$ cat src/rtl/burst_write_engine.sv
// rtl/burst_write_engine.sv - burst write pipeline: one command plus N beats in, registered writes out, one response per burst
// Responses queue in a small FWFT FIFO; credits bound commands in flight so the FIFO never overflows.
module burst_write_engine #(
   parameter int DATA_WIDTH       = 32,
   parameter int ADDR_WIDTH       = 32,
   parameter int MAX_BURST_LENGTH = 16,
   parameter int RESP_DEPTH       = 4
) (
   input  logic                    clk,
   input  logic                    rst,
   input  logic [ADDR_WIDTH-1:0]   u_addr,
   input  logic [7:0]              u_length,
   input  logic [1:0]              u_burst,
   input  logic                    u_addr_valid,
   output logic                    u_addr_ready,
   input  logic [DATA_WIDTH-1:0]   u_data,
   input  logic [DATA_WIDTH/8-1:0] u_strb,
   input  logic                    u_data_valid,
   output logic                    u_data_ready,
   output logic [ADDR_WIDTH-1:0]   m_addr,
   output logic [DATA_WIDTH-1:0]   m_data,
   output logic [DATA_WIDTH/8-1:0] m_strb,
   output logic                    m_valid,
   output logic                    m_last,
   input  logic                    m_ready,
   output logic [1:0]              d_resp,
   output logic [ADDR_WIDTH-1:0]   d_resp_addr,
   output logic                    d_valid,
   input  logic                    d_ready
);

   localparam int BYTES = DATA_WIDTH / 8;
   localparam int PTR_W = (RESP_DEPTH > 1) ? $clog2(RESP_DEPTH) : 1;
   localparam int CNT_W = PTR_W + 1;
   localparam int SUM_W = CNT_W + 1;

   typedef enum logic {IDLE, BURST} state_t;

   state_t                  state;
   logic [7:0]              count;
   logic [7:0]              len_q;
   logic [1:0]              burst_q;
   logic                    err_q;
   logic [ADDR_WIDTH-1:0]   cur_addr;
   logic [ADDR_WIDTH-1:0]   start_addr;
   logic                    m_err;
   logic [ADDR_WIDTH-1:0]   m_start;
   logic [CNT_W-1:0]        outstanding;

   logic [CNT_W-1:0]        fifo_count;
   logic [PTR_W-1:0]        wptr;
   logic [PTR_W-1:0]        rptr;
   logic [1:0]              fifo_resp [RESP_DEPTH];
   logic [ADDR_WIDTH-1:0]   fifo_addr [RESP_DEPTH];

   logic                    credit_ok;
   logic                    beat;
   logic                    last_beat;
   logic                    fire;
   logic                    push;
   logic                    pop;
   logic                    len_err;
   logic                    align_err;
   logic                    wrap_err;
   logic                    cmd_err;
   logic [ADDR_WIDTH-1:0]   wrap_size;
   logic [ADDR_WIDTH-1:0]   incr_addr;
   logic [ADDR_WIDTH-1:0]   next_addr;

   assign credit_ok    = (SUM_W'(fifo_count) + SUM_W'(outstanding)) < SUM_W'(RESP_DEPTH);
   assign u_data_ready = (state == BURST) && (!m_valid || m_ready);
   assign beat         = u_data_valid && u_data_ready;
   assign last_beat    = beat && (count == 8'd0);
   // Accepting during the final beat lets the next burst start with no bubble.
   assign u_addr_ready = credit_ok && ((state == IDLE) || last_beat);
   assign fire         = u_addr_valid && u_addr_ready;
   assign push         = m_valid && m_ready && m_last;
   assign pop          = d_valid && d_ready;

   assign len_err   = (9'(u_length) + 9'd1) > 9'(MAX_BURST_LENGTH);
   assign align_err = (u_addr & ADDR_WIDTH'(BYTES - 1)) != '0;
   assign wrap_err  = (u_burst == 2'd2) &&
                      !((u_length == 8'd1) || (u_length == 8'd3) ||
                        (u_length == 8'd7) || (u_length == 8'd15));
   assign cmd_err   = len_err || align_err || (u_burst == 2'd3) || wrap_err;

   always_comb begin
      wrap_size = (ADDR_WIDTH'(len_q) + ADDR_WIDTH'(1)) * ADDR_WIDTH'(BYTES);
      incr_addr = cur_addr + ADDR_WIDTH'(BYTES);
      next_addr = cur_addr;
      case (burst_q)
         2'd1:    next_addr = incr_addr;
         2'd2:    next_addr = (cur_addr & ~(wrap_size - ADDR_WIDTH'(1))) |
                              (incr_addr & (wrap_size - ADDR_WIDTH'(1)));
         default: next_addr = cur_addr;
      endcase
   end

   always_ff @(posedge clk or posedge rst) begin
      if (rst) begin
         state       <= IDLE;
         count       <= '0;
         len_q       <= '0;
         burst_q     <= '0;
         err_q       <= 1'b0;
         cur_addr    <= '0;
         start_addr  <= '0;
         m_addr      <= '0;
         m_data      <= '0;
         m_strb      <= '0;
         m_valid     <= 1'b0;
         m_last      <= 1'b0;
         m_err       <= 1'b0;
         m_start     <= '0;
         outstanding <= '0;
      end else begin
         // Error bursts still emit every beat, with strobes forced off, to keep responses ordered.
         if (beat) begin
            m_addr   <= cur_addr;
            m_data   <= u_data;
            m_strb   <= err_q ? '0 : u_strb;
            m_last   <= (count == 8'd0);
            m_valid  <= 1'b1;
            m_err    <= err_q;
            m_start  <= start_addr;
            cur_addr <= next_addr;
            count    <= count - 8'd1;
         end else if (m_ready) begin
            m_valid <= 1'b0;
            m_last  <= 1'b0;
         end

         if (fire) begin
            cur_addr   <= u_addr;
            start_addr <= u_addr;
            count      <= u_length;
            len_q      <= u_length;
            burst_q    <= u_burst;
            err_q      <= cmd_err;
            state      <= BURST;
         end else if (last_beat) begin
            state <= IDLE;
         end

         case ({fire, push})
            2'b10:   outstanding <= outstanding + CNT_W'(1);
            2'b01:   outstanding <= outstanding - CNT_W'(1);
            default: outstanding <= outstanding;
         endcase
      end
   end

   always_ff @(posedge clk or posedge rst) begin
      if (rst) begin
         wptr       <= '0;
         rptr       <= '0;
         fifo_count <= '0;
         for (int i = 0; i < RESP_DEPTH; i++) begin
            fifo_resp[i] <= '0;
            fifo_addr[i] <= '0;
         end
      end else begin
         if (push) begin
            fifo_resp[wptr] <= m_err ? 2'b10 : 2'b00;
            fifo_addr[wptr] <= m_start;
            wptr            <= wptr + PTR_W'(1);
         end
         if (pop) begin
            rptr <= rptr + PTR_W'(1);
         end
         case ({push, pop})
            2'b10:   fifo_count <= fifo_count + CNT_W'(1);
            2'b01:   fifo_count <= fifo_count - CNT_W'(1);
            default: fifo_count <= fifo_count;
         endcase
      end
   end

   assign d_valid     = (fifo_count != '0);
   assign d_resp      = fifo_resp[rptr];
   assign d_resp_addr = fifo_addr[rptr];

endmodule
$ cat config.mk
export PLATFORM = sky130hd
export DESIGN_NAME = burst_write_engine
export DESIGN_NICKNAME = d
export VERILOG_FILES = /design/src/rtl/burst_write_engine.sv
export SDC_FILE = /design/constraint.sdc
export NUM_CORES = 1
export LEC_CHECK = 0
export BUFFER_PORTS_ARGS = -buffer_cell sky130_fd_sc_hd__buf_2
export CAP_MARGIN = 20
export CORE_ASPECT_RATIO = 1.2
export CORE_MARGIN = 1
export CORE_UTILIZATION = 40
export CTS_BUF_LIST = sky130_fd_sc_hd__clkbuf_8
export CTS_CLUSTER_SIZE = 25
export DETAILED_ROUTE_END_ITERATION = 10
export PLACE_DENSITY = 0.57
export SYNTH_ARGS = -nofsm -noshare
export SYNTH_HDL_FRONTEND = slang
export SYNTH_SLANG_ARGS = --single-unit
$ cat constraint.sdc
create_clock -name clk -period 23.2 [get_ports clk]
set_clock_uncertainty 0.2 [all_clocks]
set_input_delay 2.32 -clock clk [delete_from_list [all_inputs] [get_ports clk]]
set_output_delay 2.32 -clock clk [all_outputs]
set_load 0.05 [all_outputs]
==> summary.txt <==
status -> complete, no violations
cell-internal power -> 1200 µW
Logic pwr share -> 33.6%
cell count after synthesis -> 1318
CTS tree -> yes
Root Buffer -> clkbuf_8
leading area contributor after synthesis -> dfrtp_1
setup_tns -> 0 ps
synthesized area per cell -> 11.0 µm²
Yosys reg bits -> 329
row count -> 75
WHS Path Cells -> 2
1st-iter DRT viols -> 535
GR peak layer -> met2
RSZ-0062 raised after global routing -> no
antenna violations before repair -> 2
critical path endpoint category -> output pin
Clock Sinks -> 329
M3 GR Usage -> 3.30%
Async SR Flop Fraction -> 100%
CP Class -> primary input to output pin
R2R Path Start -> m_valid
Via density -> 5.10
Switching Fraction -> 42.0%
nets -> 1598
CTS Hold Bufs -> 0
Max VDD drop -> 0.0974 mV
synthesis-to-finish area growth -> 16.1%
fraction of layout cells with a size suffix above 1 -> 29.5%
Worst-Skew Late Latency -> 590 ps
CP required -> 20680 ps
Post-synth EDFFs -> 0
first-pass GRT wire length -> 56500 µm
sequential area share after synthesis -> 56.9%
Clock power frac -> 22.4%
TritonRoute pass-1 iters -> 4
I/O Pins -> 191
DRT Wirelength -> 35100 µm
drt drc -> 0
GR Layer Usage met1 -> 26.3%
initial core utilization -> 41.0%
hpwl dp -> 23200 µm
H-tree depth -> 2
top cell type's share of synthesized area -> 56.9%
synth warn -> 0
minimum clock period -> 6590 ps
worst hold path type -> register to register
All-Layer GR Usage -> 19.4%
Max FO, Critical Path -> 60
final number of max-transition violations -> 0
leakage power -> 0.00868 µW
Worst Path Arrival -> 4070 ps
Syn Nets -> 1416
Most used DFF post-synth -> dfrtp_1
final std cells w/o fill -> 1996
GPL Wtd Cong -> 0.850
vias in the first global route -> 10.4k
number of max-cap violations -> 0
die height -> 210 µm
pwr dens -> 123 nW/µm²
CP Launch Point -> m_ready
Antenna Nets Post-Route -> 0
count of cell types in the netlist -> 53
Worst Setup Start Kind -> primary input
via count -> 10.2k
fillcell total -> 3389
clk slew on worst S/H paths -> 60 ps
TritonCTS Buffers -> 51
Post-CTS Resized -> 0
full die area -> 37000 µm²
startpoint of the worst hold path -> start_addr[31]
Sw Pwr -> 865 µW
PortBufs -> 189
Synth top cells by count -> nand2_1 (459), dfrtp_1 (329), mux2_2 (133)
Die X -> 176 µm
Synth Cell Area -> 14500 µm²
largest net degree at the start of global routing -> 99
core footprint -> 35300 µm²
Worst R2R Path Depth -> 12
crit share post-route -> 28.4%
WL/cell -> 17.6 µm
clk buf depth -> 3
met2 usage -> 31.6%
largest cells by area after synthesis -> dfrtp_1 (57%), nand2_1 (12%), mux2_2 (10%), mux4_2 (5.1%), clkbuf_1 (1.1%)
final hold vios -> 0
Post-Place Cells -> 1907
Slew @ Worst Pin -> 947 ps
final setup fails -> 0
Fmax -> 152 MHz
GR Overflow Total -> 0
number of setup buffers added after CTS -> 0
register share of total power -> 44.1%
Max-slew headroom -> 36.9%
most numerous cell in the Yosys netlist -> nand2_1
==> final timing paths <==
kind | end | slack [ps]
max | u_addr_ready | 16610
min | m_start[31] | 260
max reg2reg | outstanding[2] | 18960
min reg2reg | m_start[31] | 260
max in group asynchronous | m_start[9] | 19080
min in group asynchronous | m_addr[25] | 1630
==> cells by family after synthesis <==
group           share of synthesized area [%]
compound gates                           4.39
xor+xnor                                 1.88
fa+ha+maj                                1.31
buf+inv                                  2.61
flops                                    56.9
mux                                      15.7
other cells                            0.0259
simple gates                             17.2
==> worst max-delay path, cell delays in order <==
cell      delay [ps]
buf_2            100
nand2b_1         220
nand3_4          540
o21ai_0          460
and2_1           170
buf_2            260
==> registers in the layout (all words and copies together) (netlist names), named ones only <==
| name | count |
|---|---|
| start_addr | 32 |
| m_addr | 32 |
| m_start | 32 |
| len_q | 8 |
| err_q | 1 |
| m_err | 1 |
| state | 1 |
| burst_q | 2 |
| outstanding | 3 |
| fifo_addr | 128 |
| m_valid | 1 |
| wptr | 2 |
| m_strb | 4 |
| m_last | 1 |
| m_data | 32 |
| fifo_count | 3 |
| count | 8 |
| cur_addr | 3 |
| rptr | 2 |
| fifo_resp | 4 |
==> area by class of cell <==
type | count | area, µm² | area share, %
Timing Repair Buffer | 205 | 1090 | 6.51
Tap cell | 462 | 578 | 3.44
Sequential cell | 329 | 8230 | 49.0
Clock buffer | 62 | 853 | 5.08
Inverter | 12 | 52.6 | 0.313
Antenna cell | 1 | 2.50 | 0.0149
Multi-Input combinational cell | 901 | 5880 | 35.0
Clock inverter | 24 | 106 | 0.633
==> layer usage <==
layer	routed length [µm]	vias to the layer above	part of all wire [%]
li1	-	4862	-
met1	15900	5055	45
met2	17100	199	49
met3	1360	59	3.9
met4	735	2	2.1
met5	17	-	0.048
==> power groups by stage <==
stage                     registers, µW  clock network [µW]  logic, µW
final                               908                 461        691
after global routing                936                 501        762
after CTS                           908                 477        700
after detailed placement            916                   0        698
after global placement              913                   0        686
after floorplan                    1040                   0        377
==> layout by cell type, fill, tap and decap left out, types with 9 or more instances in the layout <==
cell / instances
xnor2_1: 15
nand2_1: 459
mux4_2: 33
or4_1: 18
buf_2: 189
a21oi_1: 9
o21ai_0: 21
dfrtp_1: 328
nand4_1: 10
mux2_2: 133
nand3_1: 27
buf_4: 14
clkbuf_8: 62
ha_1: 12
o31ai_1: 9
nor2_1: 32
o211ai_1: 12
inv_1: 27
a31oi_1: 11
xor2_1: 16
==> per-stage QoR <==
step | setup WS, ps | area, µm² | util (%) | hold slack [ps] | power [µW]
global placement | 16600 | 15800 | 44.8 | 250 | 1600
detailed placement | 16560 | 15800 | 44.8 | 254 | 1610
floorplan | 11570 | 14500 | - | 239 | 1420
CTS | 16560 | 16800 | 47.5 | 261 | 2090
global route | 16360 | 16800 | 47.6 | 288 | 2200
finish | 16610 | 16800 | 47.6 | 258 | 2060
(Power assumes the default switching activity.)
